--- config.mk ---
export PLATFORM = sky130hd
export DESIGN_NAME = branch_predictor
export DESIGN_NICKNAME = d
export VERILOG_FILES = /design/src/rtl/branch_predictor.sv
export SDC_FILE = /design/constraint.sdc
export NUM_CORES = 2
export LEC_CHECK = 0
export CAP_MARGIN = 20
export CORE_UTILIZATION = 66
export DETAILED_ROUTE_END_ITERATION = 7
export DONT_BUFFER_PORTS = 1
export PLACE_DENSITY = 0.82
export SYNTH_ARGS = -nofsm -noshare
export SYNTH_HDL_FRONTEND = slang
export SYNTH_SLANG_ARGS = --single-unit
--- constraint.sdc ---
create_clock -name clock -period 15.1 [get_ports clock]
set_input_delay 3.02 -clock clock [delete_from_list [all_inputs] [get_ports clock]]
set_output_delay 3.02 -clock clock [all_outputs]
set_load 0.05 [all_outputs]
--- src/rtl/branch_predictor.sv ---
// Direct-mapped branch target buffer with saturating direction counters and
// resolve-time statistics; lookup is combinational, updates land on the next edge.
module branch_predictor #(
  parameter int ENTRIES  = 16,
  parameter int CTR_BITS = 2,
  parameter int CNT_W    = 16
) (
  input  logic             clock,
  input  logic             reset,
  input  logic [31:0]      IF_PC,
  output logic             pred_hit,
  output logic             pred_taken,
  output logic [31:0]      pred_target,
  input  logic             res_valid,
  input  logic [31:0]      res_PC,
  input  logic             res_taken,
  input  logic [31:0]      res_target,
  input  logic             res_pred_taken,
  input  logic [31:0]      res_pred_target,
  output logic             IF_flush,
  output logic [31:0]      redirect_PC,
  output logic [CNT_W-1:0] branch_count,
  output logic [CNT_W-1:0] miss_count
);
  localparam int IW = $clog2(ENTRIES);
  localparam int TW = 30 - IW;
  localparam logic [CTR_BITS-1:0] CTR_WEAK_T  = {1'b1, {(CTR_BITS-1){1'b0}}};
  localparam logic [CTR_BITS-1:0] CTR_WEAK_NT = {1'b0, {(CTR_BITS-1){1'b1}}};

  logic                valid_reg  [ENTRIES];
  logic [TW-1:0]       tag_reg    [ENTRIES];
  logic [31:0]         target_reg [ENTRIES];
  logic [CTR_BITS-1:0] ctr_reg    [ENTRIES];

  logic [CNT_W-1:0] branch_count_reg;
  logic [CNT_W-1:0] miss_count_reg;

  logic [IW-1:0] if_idx;
  logic [TW-1:0] if_tag;
  logic [IW-1:0] res_idx;
  logic [TW-1:0] res_tag;
  logic          res_hit;
  logic [CTR_BITS-1:0] res_ctr;

  logic                entry_write;
  logic [31:0]         target_next;
  logic [CTR_BITS-1:0] ctr_next;
  logic [ENTRIES-1:0]  entry_we;

  // Byte-offset bits of a word-aligned PC carry no information.
  logic unused_pc_bits;
  assign unused_pc_bits = ^{IF_PC[1:0], res_PC[1:0]};

  assign if_idx  = IF_PC[IW+1:2];
  assign if_tag  = IF_PC[31:IW+2];
  assign res_idx = res_PC[IW+1:2];
  assign res_tag = res_PC[31:IW+2];

  assign pred_hit    = valid_reg[if_idx] && (tag_reg[if_idx] == if_tag);
  assign pred_taken  = pred_hit && ctr_reg[if_idx][CTR_BITS-1];
  assign pred_target = pred_taken ? target_reg[if_idx] : IF_PC + 32'd4;

  assign IF_flush    = res_valid && ((res_taken != res_pred_taken) ||
                                     (res_taken && (res_target != res_pred_target)));
  assign redirect_PC = res_taken ? res_target : res_PC + 32'd4;

  assign res_hit = valid_reg[res_idx] && (tag_reg[res_idx] == res_tag);
  assign res_ctr = ctr_reg[res_idx];

  // One write port: every field of the indexed entry is rewritten together.
  always_comb begin
    entry_write = 1'b0;
    target_next = target_reg[res_idx];
    ctr_next    = res_ctr;
    if (res_valid) begin
      if (res_taken) begin
        entry_write = 1'b1;
        target_next = res_target;
        if (res_hit)
          ctr_next = (&res_ctr) ? res_ctr : res_ctr + CTR_BITS'(1);
        else
          ctr_next = CTR_WEAK_T;
      end else if (res_hit) begin
        entry_write = 1'b1;
        ctr_next    = (res_ctr == '0) ? res_ctr : res_ctr - CTR_BITS'(1);
      end
    end
  end

  for (genvar gi = 0; gi < ENTRIES; gi++) begin : g_we
    assign entry_we[gi] = entry_write && (res_idx == IW'(gi));
  end

  always_ff @(posedge clock) begin
    if (reset) begin
      for (int i = 0; i < ENTRIES; i++) begin
        valid_reg[i] <= 1'b0;
        ctr_reg[i]   <= CTR_WEAK_NT;
      end
    end else begin
      for (int i = 0; i < ENTRIES; i++) begin
        if (entry_we[i]) begin
          valid_reg[i]  <= 1'b1;
          tag_reg[i]    <= res_tag;
          target_reg[i] <= target_next;
          ctr_reg[i]    <= ctr_next;
        end
      end
    end
  end

  always_ff @(posedge clock) begin
    if (reset) begin
      branch_count_reg <= '0;
      miss_count_reg   <= '0;
    end else begin
      if (res_valid && !(&branch_count_reg))
        branch_count_reg <= branch_count_reg + CNT_W'(1);
      if (IF_flush && !(&miss_count_reg))
        miss_count_reg <= miss_count_reg + CNT_W'(1);
    end
  end

  assign branch_count = branch_count_reg;
  assign miss_count   = miss_count_reg;
endmodule

==> metrics.md <==
| Metric | Value |
|---|---|
| Status | complete, no violations |
| Final cell count without fillers | 3724 |
| Largest family of logic cells by synthesized area | multiplexers |
| Clock tree buffer depth | 3 |
| IO Count | around 230 |
| Critical Path AT | around 7300 ps |
| Via count | 30141 |
| Initial antenna violation count | 9 |
| Final setup skew | 37.22 ps |
| Synth-to-layout area growth | 7.688% |
| M3 GR Usage | between 15 and 20% |
| Clock root buffer | clkbuf_16 |
| Final Max Slew Viols | 0 |
| Worst Max-Slew Pin Slew | 1220 ps |
| Top Usage Layer GRT | met2 |
| Worst path slowest cell | mux2i_1 |
| Hold Crit Class | flop to flop |
| Switching share of power | 22.22% |
| Setup crit start | IF_PC[2] |
| Ys flop type | edfxtp_1 |
| Share of cells above drive strength 1 | between 20% and 30% |
| TritonCTS Sinks | 1008 |
| Peak VDD IR | 111.6 µV |
| Routed WL | ~150 mm |
| Hold path start | valid_reg[2] |
| YS warnings | 0 |
| Cells along the critical path | mux4_2 -> mux4_2 -> xor2_1 -> nor4_1 -> nand3_1 -> nor3_2 -> buf_4 -> and2_2 -> buf_4 -> mux2i_1 |
| Post-Syn Area per Cell | between 15 and 20 µm² |
| Util after Layout | between 70% and 80% |
| Fmax | roughly 0.097 GHz |
| Pre-antenna DRT Iters | 8 |
| Net Count, Synth | roughly 2900 |
| Met2 Use GR | ~58% |
| Row Count | 100 |
| Lkg Pwr | 16.98 nW |
| Post-DP HPWL | 84.57 mm |
| Slowest stage delay, CP | 960 ps |
| Area occupied by multi-input gates | roughly 19000 µm² |
| Sequential Power Share | about half |
| Iter 0 DRT Violations | between 5000 and 6000 |
| GPL Wtd Cong | between 0.9 and 1 |
| RR Startpoint | tag_reg[15][7] |
| Minimum clock period | about 10000 ps |
| CTS tree | built |
| Average wire per standard cell | approximately 40 µm |
| Postcts setup bufs | 0 |
| Total die area | 76380 µm² |
| First-pass GRT wire length | 212.3 mm |
| RSZ-0062 raised after global routing | false |
| Setup TNS | 0 ps |
| Top cell type's share of synthesized area | just under 60% |
| Die height | 276.4 µm |
| Placed cells | about 3500 |
| Num CTS Buffers | a little over 100 |
| Cell variety after synth | 74 |
| Flops & latches, synth | 1008 |
| FFs w/ async S/R, synth | 0% |
| Antenna Nets Post-Route | 0 |
| Psw | 0.001347 W |
| Multiplexer area fraction after synthesis | between 20 and 30% |
| Final instance area | 53500 µm² |
| Final hold viol count | 0 |
| Register area share after synthesis | 60.10% |
| GRT Total Usage | between 30 and 40% |
| Max-Cap Viols | 0 |
| Reg area | between 20000 and 30000 µm² |
| Core area | around 74000 µm² |
| Synthesized instance count | between 2000 and 3000 |
| Dominant cells by area after synthesis | edfxtp_1, mux4_2, mux2i_1, mux2_2, xor2_1 |
| Clock Power Share | around two fifths |
| PwrDens | ~110 nW/µm² |
| DIE WIDTH | around 280 µm |
| Slew HR | between 10% and 20% |
| Initial Utilization | 66.74% |
| Placement Cell Area | around 50000 µm² |
| Post-Synth Simple-Gate Area | 3.641% |
| EDFF count, synth | a little under 1000 |
| Crit path max-delay family | multiplexers |
| CP max FO | 246 |
| Final setup fails | 0 |
| Number of global-route vias before repair | between 30000 and 40000 |
| Post-synthesis xor/xnor area fraction | about 2.8% |
| Setup WS post-layout | between 4000 and 5000 ps |
| Grt total ovfl | 0 |
| CP endpoint kind | primary output |
| Fillers | ~4200 |
| Avg Vias per Cell | roughly 8 |
| Nets | roughly 2800 |
| Period utilization | about 70% |
| Crit path launch type | input pin |
| H-tree depth | 3 |
| Post-CTS Resized | 0 |
| Post-synth top area cell | edfxtp_1 |
| Post-CTS Hold Fix Bufs | 0 |
| Crit Path Class | input pin to primary output |
| Later-pin clock latency in the skew report | about 690 ps |
| Adder-Cell Fraction of Synth Area | less than 1% |
| Combinational share of power | approximately 8% |
| Met1 Track Usage GR | between 50 and 60% |
| WP data required | roughly 12000 ps |
| Placement Setup Slack | between 5000 and 6000 ps |
| Synth Area in Compound Gates | about 2.9% |
| Buf/Inv on CP | 2 |
| Port bufs | 0 |
| Max FFs per register | roughly 510 |
| Post-Synthesis Cell Area | 49680 µm² |
| Residual DRC count | 0 |
| Int Power | 0.004716 W |
| CTS clk-pin slew, worst paths | 70 ps |
| Maximum number of pins on one net before global-route repair | 275 |
area by class of cell:
cell class,count,area share (%)
antenna,8,0.03742
tap,969,2.266
sequential,1008,55.81
timing repair buffer,43,0.6478
inverter,26,0.1824
multi-input combinational,1485,35.10
clock buffer,121,5.018
clock inverter,64,0.9401
worst reg2reg max path: stages, from the launching register on:
cell,delay [ps]
edfxtp_1,410
mux4_2,560
nand2b_1,120
o21ai_0,120
nor4_1,430
o2111ai_1,290
nor4_2,610
a32oi_1,370
buf_4,290
or3_1,680
nor2_4,1060
buf_4,900
power by group through the flow:
stage / registers (W) / logic (W) / clock network, W
2_1_floorplan: 0.00318 / 0.000429 / 0
3_3_place_gp: 0.00319 / 0.000440 / 0
3_5_place_dp: 0.00319 / 0.000453 / 0
4_1_cts: 0.00313 / 0.000458 / 0.00246
5_1_grt: 0.00313 / 0.000482 / 0.00256
6_report: 0.00313 / 0.000472 / 0.00246
per-stage QoR:
step	hold WS [ps]	power, W
floorplan	443.6	0.003613
global placement	464.6	0.003626
detailed placement	477.6	0.003640
CTS	491.5	0.006042
global route	501.9	0.006173
finish	498.8	0.006063
layer usage:
metal  up-vias  wire length [µm]
li1      11291                 -
met1     15397             48400
met2      2852             67330
met3       591             25200
met4        10              8212
met5         -                53
final timing paths:
path,endpoint,slack (ps),cells after the start
min,valid_reg[2],500,1
min reg2reg,valid_reg[2],500,1
max,pred_target[2],4760,10
max reg2reg,tag_reg[0][3],8810,11
cell usage after synthesis (6+ instances only):
| cell | n |
|---|---|
| ha_1 | 7 |
| nor3_1 | 30 |
| mux2i_1 | 169 |
| and2_1 | 6 |
| buf_4 | 24 |
| nand4_1 | 20 |
| a211oi_1 | 6 |
| buf_1 | 21 |
| a22oi_1 | 31 |
| nand3_1 | 59 |
| nand2_1 | 93 |
| buf_6 | 9 |
| o2bb2ai_1 | 7 |
| mux2_2 | 82 |
| nor2_1 | 70 |
| and3_1 | 23 |
| and4_1 | 6 |
| o22ai_1 | 8 |
| a22o_1 | 7 |
| o31ai_1 | 6 |
| xor2_1 | 95 |
| o21ai_0 | 60 |
| o211ai_1 | 8 |
| buf_2 | 53 |
| or3_1 | 6 |
| dfxtp_1 | 41 |
| a21oi_1 | 20 |
| clkbuf_1 | 88 |
| edfxtp_1 | 967 |
| nand2b_1 | 6 |
| xnor2_1 | 66 |
| inv_1 | 25 |
| mux4_2 | 502 |
| a221oi_1 | 10 |
| nor2b_1 | 12 |
| nor4_1 | 15 |
logic make-up (layout without fill, tap and decap cells):
| group | after synthesis | after routing |
|---|---|---|
| other cells | 0 | 8 |
| buf+inv | 227 | 254 |
| fa+ha+maj | 8 | 8 |
| simple gates | 362 | 362 |
| flops | 1008 | 1008 |
| xor+xnor | 161 | 161 |
| compound gates | 201 | 201 |
| mux | 753 | 753 |
placed cells by master, fill, tap and decap left out, drive strengths merged, types with 7 or more instances in the layout:
cell type / synthesis / layout
a21oi: 20 / 20
a221oi: 11 / 11
a22o: 7 / 7
a22oi: 33 / 33
and3: 23 / 23
buf: 113 / 43
bufinv: 0 / 7
clkbuf: 88 / 121
clkinv: 0 / 55
dfxtp: 41 / 41
diode: 0 / 8
edfxtp: 967 / 967
ha: 7 / 7
inv: 26 / 28
mux2: 82 / 82
mux2i: 169 / 169
mux4: 502 / 502
nand2: 93 / 93
nand3: 59 / 59
nand4: 20 / 20
nor2: 72 / 72
nor2b: 12 / 12
nor3: 32 / 32
nor4: 16 / 16
o211ai: 8 / 8
o21ai: 61 / 61
o22ai: 8 / 8
o2bb2ai: 10 / 10
xnor2: 66 / 66
xor2: 95 / 95
No activity file was read; power rests on OpenSTA's default activity.
